<file path="config.mk">
export PLATFORM = sky130hd
export DESIGN_NAME = code_loader
export DESIGN_NICKNAME = d
export VERILOG_FILES = /design/src/rtl/dibu_pkg.sv /design/src/rtl/code_loader.sv
export SDC_FILE = /design/constraint.sdc
export NUM_CORES = 1
export LEC_CHECK = 0
export CORE_ASPECT_RATIO = 1.25
export CORE_MARGIN = 2
export CORE_UTILIZATION = 41
export DETAILED_ROUTE_END_ITERATION = 7
export PLACE_DENSITY = 0.75
export SKIP_LAST_GASP = 1
export SYNTH_ARGS = -nofsm -noshare
export SYNTH_HDL_FRONTEND = slang
export SYNTH_SLANG_ARGS = --single-unit
</file>
<file path="constraint.sdc">
create_clock -name clk -period 2.3 [get_ports clk]
set_input_delay 0.575 -clock clk [delete_from_list [all_inputs] [get_ports clk]]
set_output_delay 0.575 -clock clk [all_outputs]
set_load 0.02 [all_outputs]
</file>
<file path="src/rtl/dibu_pkg.sv">
// Shared types for the dibu boot path: loader states and the checksum constant.
package dibu_pkg;

  typedef enum logic [2:0] {
    ST_LEN,
    ST_HI,
    ST_LO,
    ST_SUM,
    ST_RUN,
    ST_ERR
  } loader_state_t;

  localparam logic [7:0] LOADER_SUM_OK = 8'h00;

endpackage

</file>
<file path="src/rtl/code_loader.sv">
// Boot loader: receives a LEN/data/SUM byte image, writes code words from address 0,
// and releases run only after the image checksum verifies.
//
// state | meaning
// LEN   | waiting for word-count byte (0 means 256 words)
// HI    | waiting for high byte of the current word
// LO    | waiting for low byte; accept schedules the memory write
// SUM   | waiting for checksum byte
// RUN   | image valid, datapath released
// ERR   | checksum mismatch, datapath held
module code_loader
  import dibu_pkg::*;
#(
  parameter int CODE_W = 16,
  parameter int ADDR_W = 8
) (
  input  logic              clk,
  input  logic              rst,
  input  logic              load_req,
  input  logic              in_valid,
  input  logic [7:0]        in_data,
  output logic              in_ready,
  output logic              run,
  output logic              code_w_en,
  output logic [ADDR_W-1:0] code_addr_in,
  output logic [CODE_W-1:0] code_in,
  output logic              err
);

  loader_state_t     state_q, state_d;
  logic [7:0]        len_q;
  logic [7:0]        words_q;
  logic [7:0]        sum_q;
  logic [7:0]        hi_q;
  logic [ADDR_W-1:0] addr_q;
  logic              w_en_q;
  logic [ADDR_W-1:0] w_addr_q;
  logic [CODE_W-1:0] w_data_q;

  logic       accept;
  logic       last_word;
  logic [7:0] sum_next;

  assign in_ready  = (state_q inside {ST_LEN, ST_HI, ST_LO, ST_SUM}) && !load_req;
  assign accept    = in_valid && in_ready;
  assign sum_next  = sum_q + in_data;
  // 8-bit wrap makes LEN=0 terminate after the 256th word
  assign last_word = (words_q + 8'd1) == len_q;

  assign run          = (state_q == ST_RUN);
  assign err          = (state_q == ST_ERR);
  assign code_w_en    = w_en_q;
  assign code_addr_in = w_addr_q;
  assign code_in      = w_data_q;

  always_comb begin
    state_d = state_q;
    case (state_q)
      ST_LEN: if (accept) state_d = ST_HI;
      ST_HI:  if (accept) state_d = ST_LO;
      ST_LO:  if (accept) state_d = last_word ? ST_SUM : ST_HI;
      ST_SUM: if (accept) state_d = (sum_next == LOADER_SUM_OK) ? ST_RUN : ST_ERR;
      ST_RUN: state_d = ST_RUN;
      ST_ERR: state_d = ST_ERR;
      default: state_d = ST_LEN;
    endcase
    if (load_req) state_d = ST_LEN;
  end

  always_ff @(posedge clk) begin
    if (rst) begin
      state_q  <= ST_LEN;
      len_q    <= '0;
      words_q  <= '0;
      sum_q    <= '0;
      hi_q     <= '0;
      addr_q   <= '0;
      w_en_q   <= 1'b0;
      w_addr_q <= '0;
      w_data_q <= '0;
    end else begin
      state_q <= state_d;
      w_en_q  <= 1'b0;
      if (accept) begin
        case (state_q)
          ST_LEN: begin
            len_q   <= in_data;
            sum_q   <= in_data;
            addr_q  <= '0;
            words_q <= '0;
          end
          ST_HI: begin
            hi_q  <= in_data;
            sum_q <= sum_next;
          end
          ST_LO: begin
            sum_q    <= sum_next;
            w_en_q   <= 1'b1;
            w_addr_q <= addr_q;
            w_data_q <= CODE_W'({hi_q, in_data});
            addr_q   <= addr_q + 1'b1;
            words_q  <= words_q + 8'd1;
          end
          default: ;
        endcase
      end
    end
  end

endmodule

</file>
### Word level (Yosys, flattened, before mapping)

Index checks and enable logic that the tools add are counted.

* bits in registers: 68
* bits in latches: 0
* memory bits (writable): 0
* ROM bits: 0
* output and inout bits: 28
* memories kept: 0

* add/sub/neg operators: 3
* $mul: 0
* div/mod/pow operators: 0
* magnitude comparators: 0
* equality and inequality tests: 10
* shifts and indexed selects: 0
* mux-type cells: 11
* bitwise logic cells: 1
* reduce and logical (&&, ||, !) cells: 17

Operator list (count)
* $pmux W8 S2: 3
* $pmux W3 S6: 1
* $add A8 B1 Y8 const B: 2
* $mux W3: 4
* $reduce_and A2 Y1: 5
* $add A8 B8 Y8: 1
* $eq A8 B8 Y1: 1
* $logic_not A8 Y1: 1
* $ne A2 B2 Y1 const B: 4
* $eq A3 B2 Y1 const B: 2
* $eq A3 B3 Y1 const B: 2
* $reduce_or A2 Y1: 3
* $reduce_and A4 Y1: 1
* $reduce_bool A2 Y1: 2
* $reduce_bool A4 Y1: 1
* $eq A3 B1 Y1 const B: 1
* $logic_not A3 Y1: 1
* $logic_and A1 B1 Y1: 2
* $mux W1: 2
* $mux W2: 1
* $logic_not A1 Y1: 1
* $not A1 Y1: 1

### Logic depth before layout (Yosys ltp)

Gate-level depths: netlist of the first run.

* depth after elaboration: 6
* gate-level depth with buffers: 8
* gate-level depth less buffers: 7

### Worst setup path before layout of the first run

Ideal clock, no wire load.

* path kind: input -> register
* start point: input port in_data[0]
* end point: register state_q[0]
* setup time: 0.130 ns
* data arrival time: 2.084 ns
* required time: 2.170 ns
* setup slack: 0.086 ns
* stages: 7
* path buffers: 0
* path through: ha_1 fa_1 a211oi_2 o21ba_2 o221ai_1 nor4_1 o32ai_1

* longest elaborated chain between the ends: 5

Ends and longest elaborated chain
* start, declared: RTL line code_loader.sv:21 `input logic [7:0] in_data,`
* $add A8 B8 Y8: RTL line code_loader.sv:46 `assign sum_next = sum_q + in_data;`
* $logic_not A8 Y1: RTL line code_loader.sv:62 `ST_SUM: if (accept) state_d = (sum_next == LOADER_SUM_OK) ? ST_RUN : ST_ERR;`
* $mux W1: RTL line code_loader.sv:62
* $mux W3: RTL line code_loader.sv:62
* $pmux W3 S6: RTL line code_loader.sv:58 `case (state_q)`
* end signal, assigned: RTL line code_loader.sv:82 `state_q <= state_d;`
* end, declared: RTL line code_loader.sv:30 `loader_state_t state_q, state_d;`

No other way between the ends. The select of a mux whose other input is x is not followed.
A chain may end at the register's enable or synchronous reset.

### Worst setup path after layout of the first run

Same ends and word-level chain as after synthesis.

==> results of run 1 <==
==> cell families (layout without fill, tap and decap cells) <==
logic type,Yosys count,after routing,synth area share
simple gates,162,162,0.245
compound gates,95,95,0.180
flops,68,68,0.397
buf+inv,29,97,0.0510
xor+xnor,20,20,0.0510
mux,13,13,0.0383
fa+ha+maj,10,10,0.0386
==> layer usage <==
| metal | wire length, um | up-vias |
|---|---|---|
| li1 | - | 1501 |
| met1 | 3320 | 1390 |
| met2 | 4190 | 58 |
| met3 | 256 | 22 |
| met4 | 275 | 0 |
| met5 | 0 | - |
==> power by group <==
group          leakage (nW)  switching, mW  internal, mW
clock                0.0918          0.495         0.503
sequential            0.550         0.0127          1.20
combinational          1.02          0.176         0.156
==> cell usage in the layout, fill, tap and decap left out, types with 7 or more instances in the layout <==
cell and n:
a21oi_1 48, nor2_1 43, clkdlybuf4s50_1 34, dfxtp_1 68
xnor2_1 8, nand2_1 65, nand3_1 8, ha_1 7
buf_4 32, mux2i_1 12, xor2_1 12, nor3_1 7
clkbuf_8 9, o21ai_0 14
==> tightest hold or removal path: cells and delay by family (launching register included) <==
kind | cells | cell delay [ns]
AO/OA/AOI/OAI | 1 | 0.05
flip-flops | 1 | 0.31
AND/OR/NAND/NOR | 1 | 0.05
==> cells in the mapped netlist, types with 2 or more instances <==
| cell | number |
|---|---|
| dfxtp_1 | 68 |
| nand2_1 | 65 |
| a21oi_1 | 48 |
| nor2_1 | 43 |
| o21ai_0 | 15 |
| mux2i_1 | 12 |
| xor2_1 | 12 |
| clkbuf_1 | 10 |
| ha_1 | 9 |
| nand3_1 | 8 |
| xnor2_1 | 8 |
| nor3_1 | 7 |
| a211oi_2 | 6 |
| inv_1 | 5 |
| o211ai_1 | 5 |
| buf_6 | 4 |
| nor4_1 | 4 |
| a21oi_2 | 3 |
| and3_1 | 3 |
| buf_2 | 3 |
| nand4_1 | 3 |
| nor3_2 | 3 |
| nor3b_1 | 3 |
| o21a_1 | 3 |
| a21o_1 | 2 |
| a31oi_1 | 2 |
| and4_1 | 2 |
| buf_4 | 2 |
| buf_8 | 2 |
| clkbuf_2 | 2 |
| nand2b_1 | 2 |
| nand2b_4 | 2 |
| nand4b_1 | 2 |
| nor2_8 | 2 |
| nor2b_1 | 2 |
| o21ba_2 | 2 |
==> stage by stage <==
step           power, mW   util
6_report            2.54  0.531
5_1_grt             2.64  0.531
4_1_cts             2.55  0.529
3_5_place_dp        1.56  0.503
3_3_place_gp        1.55  0.503
2_1_floorplan       1.43      -
==> path summary, 6_finish.rpt <==
kind | startpoint | end | slack, ns | depth (start not counted)
min | code_addr_in[7] | code_addr_in[7] | 0.45 | 2
max | in_data[0] | state_q[0] | 0.08 | 8
min reg2reg | code_addr_in[7] | code_addr_in[7] | 0.45 | 2
max reg2reg | sum_q[0] | state_q[0] | 0.23 | 7
==> final cells by class <==
type / instances / area, um2
Inverter: 5 / 18.8
Sequential cell: 68 / 1360
Clock buffer: 9 / 124
Timing Repair Buffer: 76 / 728
Fill cell: 729 / 3840
Multi-Input combinational cell: 300 / 1930
Tap cell: 97 / 121
Clock inverter: 7 / 75.1
==> state kept, by name (all words and copies together) (netlist names) <==
name / cells
addr_q: 8
state_q: 3
words_q: 8
code_addr_in: 8
sum_q: 8
hi_q: 8
code_in: 16
len_q: 8
code_w_en: 1
==> timing repair <==
item | CTS | global route
endpoints found under the setup margin | 3 | 3
pin swaps | 6 | 2
setup buffers | 0 | 0
resized for setup | 5 | 6
==> impl_metrics.toml, run 1 <==
[run_status]
status = "finished, final reports clean"

[yosys]
synth_edf_count = 0
syn_inst = 397
ys.flop_type = "dfxtp_1"
synth_nets = 419
synth_cell_types = 59
synthArstFlopShare = 0
ys_seq_area_frac = 0.397
netlist_area_um2 = 3430
synthDominantCellAreaShare = 0.397
synth-seq-cells = 68
yosysTopAreaCell = "dfxtp_1"
syn_avg_cell_area_um2 = 8.65
yosys_warnings = 0
yosys-top-cells-area = "dfxtp_1, nand2_1, a21oi_1"

[global_routing]
grt_pass1_wl_mm = 13.5
gr-usage-met1 = 0.211
grt_max_degree = 41
gr-usage-met3 = 0.0411
grt_pass1_vias = 2885
global_route.usage.total = 0.186
met2_usage = 0.323
top_usage_layer = "met2"
antenna_found_initial = 0
overflow = 0

[detailed_routing]
drt_first_iter_violations = 202
routedWlPerCell_um = 14.3
drtAntennaViolNets = 0
vias = 2971
wirelength_mm = 8.04
vias_per_cell = 5.29
drc = 0
first_pass_iters = 5

[placed_design]
io_buffer_count = 39
dp.cells = 546
place.gp.congestion = 0.887
dpl.hpwl_mm = 5.81
pre_cts_ws_ns = -0.590
post_dp_cell_area_um2 = 4120

[timing]
slew_viol_final = 0
setup_viol = 0
tns_ns = 0
hold_viol = 0
final.min_clock_period_ns = 2.22
max_freq_mhz = 451
finalCritPeriodShare = 0.964
worst_slew_pin_slew_ns = 0.514
setup_slack_ns = 0.0834
hold_ws_ns = 0.454
fin_skew_ns = 0.0100
slew_headroom = 0.657
rsz0062_at_grt = "no"

[critical_path]
endpoint_kind = "flip-flop"
path_buf_inv = 1
cp_slowest_cell = "fa_2"
worstPathRequired_ns = 2.52
critPathMaxStageDelay_ns = 0.41
worstPathArrival_ns = 2.43
cp_cell_sequence = "dlygate4sd2_1, ha_2, fa_2, a211oi_4, o21ba_2, o221ai_1, nor4_2, o32ai_1"
worstPathMaxFanout = 3
crit_type = "in -> reg"
crit_family = "compound AO/OA/AOI/OAI gates"
critPathLaunchType = "input port"

[clock_tree]
cts_buffers = 9
postCtsHoldBufs = 0
root_buffer = "clkbuf_8"
path_clk_slew_ns = 0.07
cts_sinks = 68
cts_tree = "done"
clk_latency_ns = 0.35
cts-htree-levels = 3
clock_path_buffers = 2

[die]
die-area_um2 = 9130
core_area_um2 = 8190
dieWidth_um = 85.9
die_height_um = 106
num_rows = 37
initial_core_util = 0.419
io_pins = 40

[final_layout]
fin_nets = 482
instances_no_fill = 562
drive_gt1_frac = 0.183
area_growth_pct = 26.8
post-route-cell-area_um2 = 4350
insertedDiodeCount = 0

[power_and_ir_drop]
power-per-cell-area_nw_per_um2 = 583
leakagePower_nw = 1.66
peakVddDrop_v = 0.000366

[run]
cap_violations = 0

[hold_path]
min_path_type = "reg -> reg"
Note: power is estimated with default switching activity, not from simulation.
==> inputs of run 2 (changes only) <==
CTS_CLUSTER_DIAMETER = 200   (was unset)
PLACE_DENSITY = 0.73   (was 0.75)
clock period = 2.59 ns   (was 2.3 ns; I/O delays follow)
==> impl_metrics.toml, run 2 (synthesized netlist as in run 1, its figures left out) <==
[run_status]
status = "finished, final reports clean"

[detailed_routing]
wirelength_mm = 8.01
vias_per_cell = 5.29
routedWlPerCell_um = 14.4
drt_first_iter_violations = 101
first_pass_iters = 5
vias = 2935
drtAntennaViolNets = 0
drc = 0

[final_layout]
fin_nets = 475
multi_input_area_um2 = 1930
final_cell_mix = "dfxtp_1, nand2_1, a21oi_1"
final_common_cell = "dfxtp_1"
n_fill_cell = 710
instances_no_fill = 555
finish.utilization = 0.522
largest_register_ffs = 16
insertedDiodeCount = 0
regArea_um2 = 1360
area_growth_pct = 24.6
drive_gt1_frac = 0.168

[critical_path]
worstPathMaxFanout = 4
worstPathRequired_ns = 2.80
reg2reg_to = "state_q[0]"
worstReg2RegStart = "sum_q[0]"
worstPathArrival_ns = 2.66
cp_cell_sequence = "clkdlybuf4s50_1, ha_1, a211oi_2, buf_4, o211ai_1, o2bb2ai_1, nor4_2, o32ai_1"
crit_family = "compound AO/OA/AOI/OAI gates"
cp_slowest_cell = "clkdlybuf4s50_1"
critPathLaunchType = "input port"
path_buf_inv = 2
critPathMaxStageDelay_ns = 0.51
crit_cells = 8
rrSetupSlack_ns = 0.56
crit_type = "in -> reg"
reg2reg_depth = 7
endpoint_kind = "flip-flop"

[die]
core_area_um2 = 8190
die-area_um2 = 9130
die_height_um = 106
initial_core_util = 0.419
num_rows = 37
dieWidth_um = 85.9
io_pins = 40

[placed_design]
pre_cts_ws_ns = -0.372
io_buffer_count = 39
place.gp.congestion = 0.886
dpl.hpwl_mm = 5.77
dp.cells = 539

[timing]
worst_slew_pin_slew_ns = 0.598
hold_ws_ns = 0.455
setup_slack_ns = 0.138
slew_headroom = 0.601
final.min_clock_period_ns = 2.45
hold_viol = 0
max_freq_mhz = 408
fin_skew_ns = 0.00855
finalCritPeriodShare = 0.947
setup_viol = 0
slew_viol_final = 0

[power_and_ir_drop]
peakVddDrop_v = 0.000312
power-per-cell-area_nw_per_um2 = 524
p_total_mw = 2.24
leakagePower_nw = 1.61

[global_routing]
overflow = 0
global_route.usage.total = 0.185
grt_max_degree = 38
grt_pass1_wl_mm = 13.5
antenna_found_initial = 0
grt_pass1_vias = 2858

[hold_path]
holdPathStages = 2
holdCritStartpoint = "code_addr_in[6]"
hold_end = "code_addr_in[6]"
min_path_type = "reg -> reg"

[clock_tree]
cts_buffers = 9
path_clk_slew_ns = 0.08
clk_latency_ns = 0.35
clock_path_buffers = 2
cts_tree = "done"
cts_setup_buffers = 0
cts-htree-levels = 3
root_buffer = "clkbuf_8"
cts_sinks = 68

[run]
cap_violations = 0
run 2: cell count changes in the layout (fill, tap and decap cells not counted), sizes merged:
cell,previous run,this run
clkinv,2,3
dlymetal6s2s,2,1
buf,38,31
clkdlybuf4s50,34,37
clkinvlp,3,2
dlygate4sd2,2,0
run 2: how the worst max path moves through the flow:
stage	endpoint	from
finish	state_q[0]	in_data[1]
global route	state_q[0]	in_data[1]
CTS	state_q[0]	in_data[0]
detailed placement	state_q[0]	in_data[0]
global placement	state_q[0]	in_data[0]
floorplan	state_q[0]	in_data[0]
run 2: worst reg2reg max path, cell delays in order (launching register included):
cell and delay (ns):
dfxtp_1 0.34, ha_4 0.18, fa_2 0.41, a211oi_4 0.29, o21ba_2 0.19, o221ai_1 0.12, nor4_2 0.26, o32ai_1 0.11
run 2: final cells by class:
class,instances,area share
Multi-Input combinational cell,300,0.450
Sequential cell,68,0.318
Timing Repair Buffer,69,0.152
Clock buffer,9,0.0290
Tap cell,97,0.0284
Clock inverter,7,0.0178
Inverter,5,0.00439
run 2: power breakdown:
part,total (mW),internal [mW],switching [mW]
clock,0.884,0.449,0.435
combinational,0.284,0.131,0.154
sequential,1.07,1.06,0.0120
total,2.24,1.64,0.601
run 2: through the flow:
| step | setup TNS (ns) | cell area, um2 |
|---|---|---|
| 4_1_cts | 0 | 4250 |
| 3_5_place_dp | -0.943 | 4050 |
| 5_1_grt | -0.0380 | 4280 |
| 6_report | 0 | 4280 |
| 3_3_place_gp | -0.654 | 4050 |
| 2_1_floorplan | 0 | 3430 |
run 2: repair_timing:
item	in CTS	in global routing
pin swaps	1	6
hold buffers	0	0
setup endpoints to repair	1	3
gates resized for setup	1	5
run 2: per-layer routing:
metal  share of wire  track usage  wire [um]  up-vias
li1                -            -          -     1480
met1            0.43        0.225       3420     1395
met2            0.53        0.319       4210       45
met3           0.023       0.0318        186       15
met4           0.024       0.0805        189        0
met5               0            0          0        -
==> inputs of run 3 (changes only) <==
DONT_BUFFER_PORTS = 1   (was unset)
PLACE_DENSITY = 0.66   (was 0.73)
==> impl_metrics.toml, run 3 (synthesized netlist as in run 1, its figures left out) <==
[clock_tree]
root_buffer = "clkbuf_8"
cts_tree = "done"
cts-htree-levels = 3
path_clk_slew_ns = 0.08
clock_path_buffers = 2
cts_buffers = 9
cts_setup_buffers = 0
cts_resized = 0
postCtsHoldBufs = 0
clk_latency_ns = 0.34
cts_sinks = 68

[final_layout]
area_growth_pct = 5.25
largest_register_ffs = 16
fin_nets = 409
final_common_cell = "dfxtp_1"
drive_gt1_frac = 0.115
multi_input_area_um2 = 1900
insertedDiodeCount = 0
n_fill_cell = 790
final_cell_mix = "dfxtp_1, nand2_1, a21oi_1"
regArea_um2 = 1360

[power_and_ir_drop]
switchingPower_mw = 0.540
power-per-cell-area_nw_per_um2 = 588
clockPowerShare = 0.406
swShare = 0.254
peakVddDrop_v = 0.000346
p_comb_frac = 0.087
leakagePower_nw = 1.30
p_int_mw = 1.59
pwr-share-seq = 0.507

[global_routing]
antenna_found_initial = 0
overflow = 0
global_route.usage.total = 0.173
grt_pass1_vias = 2648
grt_max_degree = 65
grt_pass1_wl_mm = 12.5

[timing]
tns_ns = 0
hold_ws_ns = 0.372
hold_viol = 0
finalCritPeriodShare = 0.920
setup_viol = 0
slew_headroom = 0.617
worst_slew_pin_slew_ns = 0.574
slew_viol_final = 0
rsz0062_at_grt = "no"
final.min_clock_period_ns = 2.38
max_freq_mhz = 420
fin_skew_ns = 0.00564

[detailed_routing]
drtAntennaViolNets = 0
wirelength_mm = 7.51
drt_first_iter_violations = 199
routedWlPerCell_um = 15.4
vias_per_cell = 5.45
vias = 2666
drc = 0
first_pass_iters = 4

[critical_path]
endpoint_kind = "output pin"
critPathLaunchType = "flip-flop"
worstPathRequired_ns = 1.94
worstPathMaxFanout = 14
worstPathArrival_ns = 1.74
reg2reg_to = "state_q[0]"
reg2reg_depth = 7
rrSetupSlack_ns = 0.36
worstReg2RegStart = "sum_q[0]"
crit_type = "reg -> out"
critPathLaunch = "state_q[1]"
crit_end = "err"

[die]
initial_core_util = 0.419
io_pins = 40
die_height_um = 106
die-area_um2 = 9130
dieWidth_um = 85.9
num_rows = 37
core_area_um2 = 8190

[placed_design]
place.gp.congestion = 0.930
io_buffer_count = 0
dpl.hpwl_mm = 5.11

[hold_path]
min_path_type = "in -> reg"

[run_status]
status = "finished, final reports clean"

[run]
cap_violations = 0
==> run 3: cell count changes in the layout (fill, tap and decap cells not counted), sizes merged <==
cell and change:
clkbuf +1, clkinvlp +2, inv -1, clkdlybuf4s50 -37, dlymetal6s2s -1, buf -28, clkinv -2
==> run 3: power by group through the flow <==
stage          Combinational (mW)  Sequential, mW  Clock, mW
4_1_cts                     0.184            1.08      0.884
5_1_grt                     0.204            1.08      0.935
2_1_floorplan               0.176            1.10          0
3_5_place_dp                0.184            1.10          0
3_3_place_gp                0.178            1.10          0
6_report                    0.185            1.08      0.863
==> run 3: final cells by class <==
cell class	instances	share of cell area
well taps	97	0.0336
flip-flops and latches	68	0.377
inverters	5	0.00519
repair buffers	3	0.00623
multi-input cells	300	0.525
clock inverters	6	0.0180
clock buffers	10	0.0353
==> run 3: critical path, cell delays in order (launching register included) <==
cell	delay (ns)
dfxtp_1	0.68
inv_1	0.34
and3_1	0.37
==> run 3: how the worst min path moves through the flow <==
stage                        from               to  slack [ns]  cells after the start
after global placement    hi_q[6]      code_in[14]        0.44                      2
final                         rst       code_in[7]        0.37                      1
after detailed placement  hi_q[4]      code_in[12]        0.44                      2
after floorplan           hi_q[0]       code_in[8]        0.43                      2
after CTS                     rst  code_addr_in[5]        0.34                      1
after global routing          rst       code_in[7]        0.35                      1
==> run 3: metrics by stage <==
| stage | cell area, um2 | total power, mW | std cells | util | setup slack [ns] |
|---|---|---|---|---|---|
| 6_report | 3610 | 2.13 | 489 | 0.441 | 0.207 |
| 5_1_grt | 3610 | 2.22 | 489 | 0.441 | 0.0678 |
| 4_1_cts | 3610 | 2.15 | 489 | 0.441 | 0.191 |
| 3_5_place_dp | 3420 | 1.29 | 473 | 0.417 | 0.00489 |
| 3_3_place_gp | 3420 | 1.28 | 473 | 0.417 | 0.134 |
| 2_1_floorplan | 3430 | 1.27 | 397 | - | 0.304 |
==> run 3: layer usage <==
metal,global-route usage,vias to the layer above,part of all wire
met4,0.0556,0,0.0087
met3,0.0481,6,0.041
li1,-,1347,-
met1,0.199,1268,0.43
met5,0,-,0
met2,0.306,45,0.52
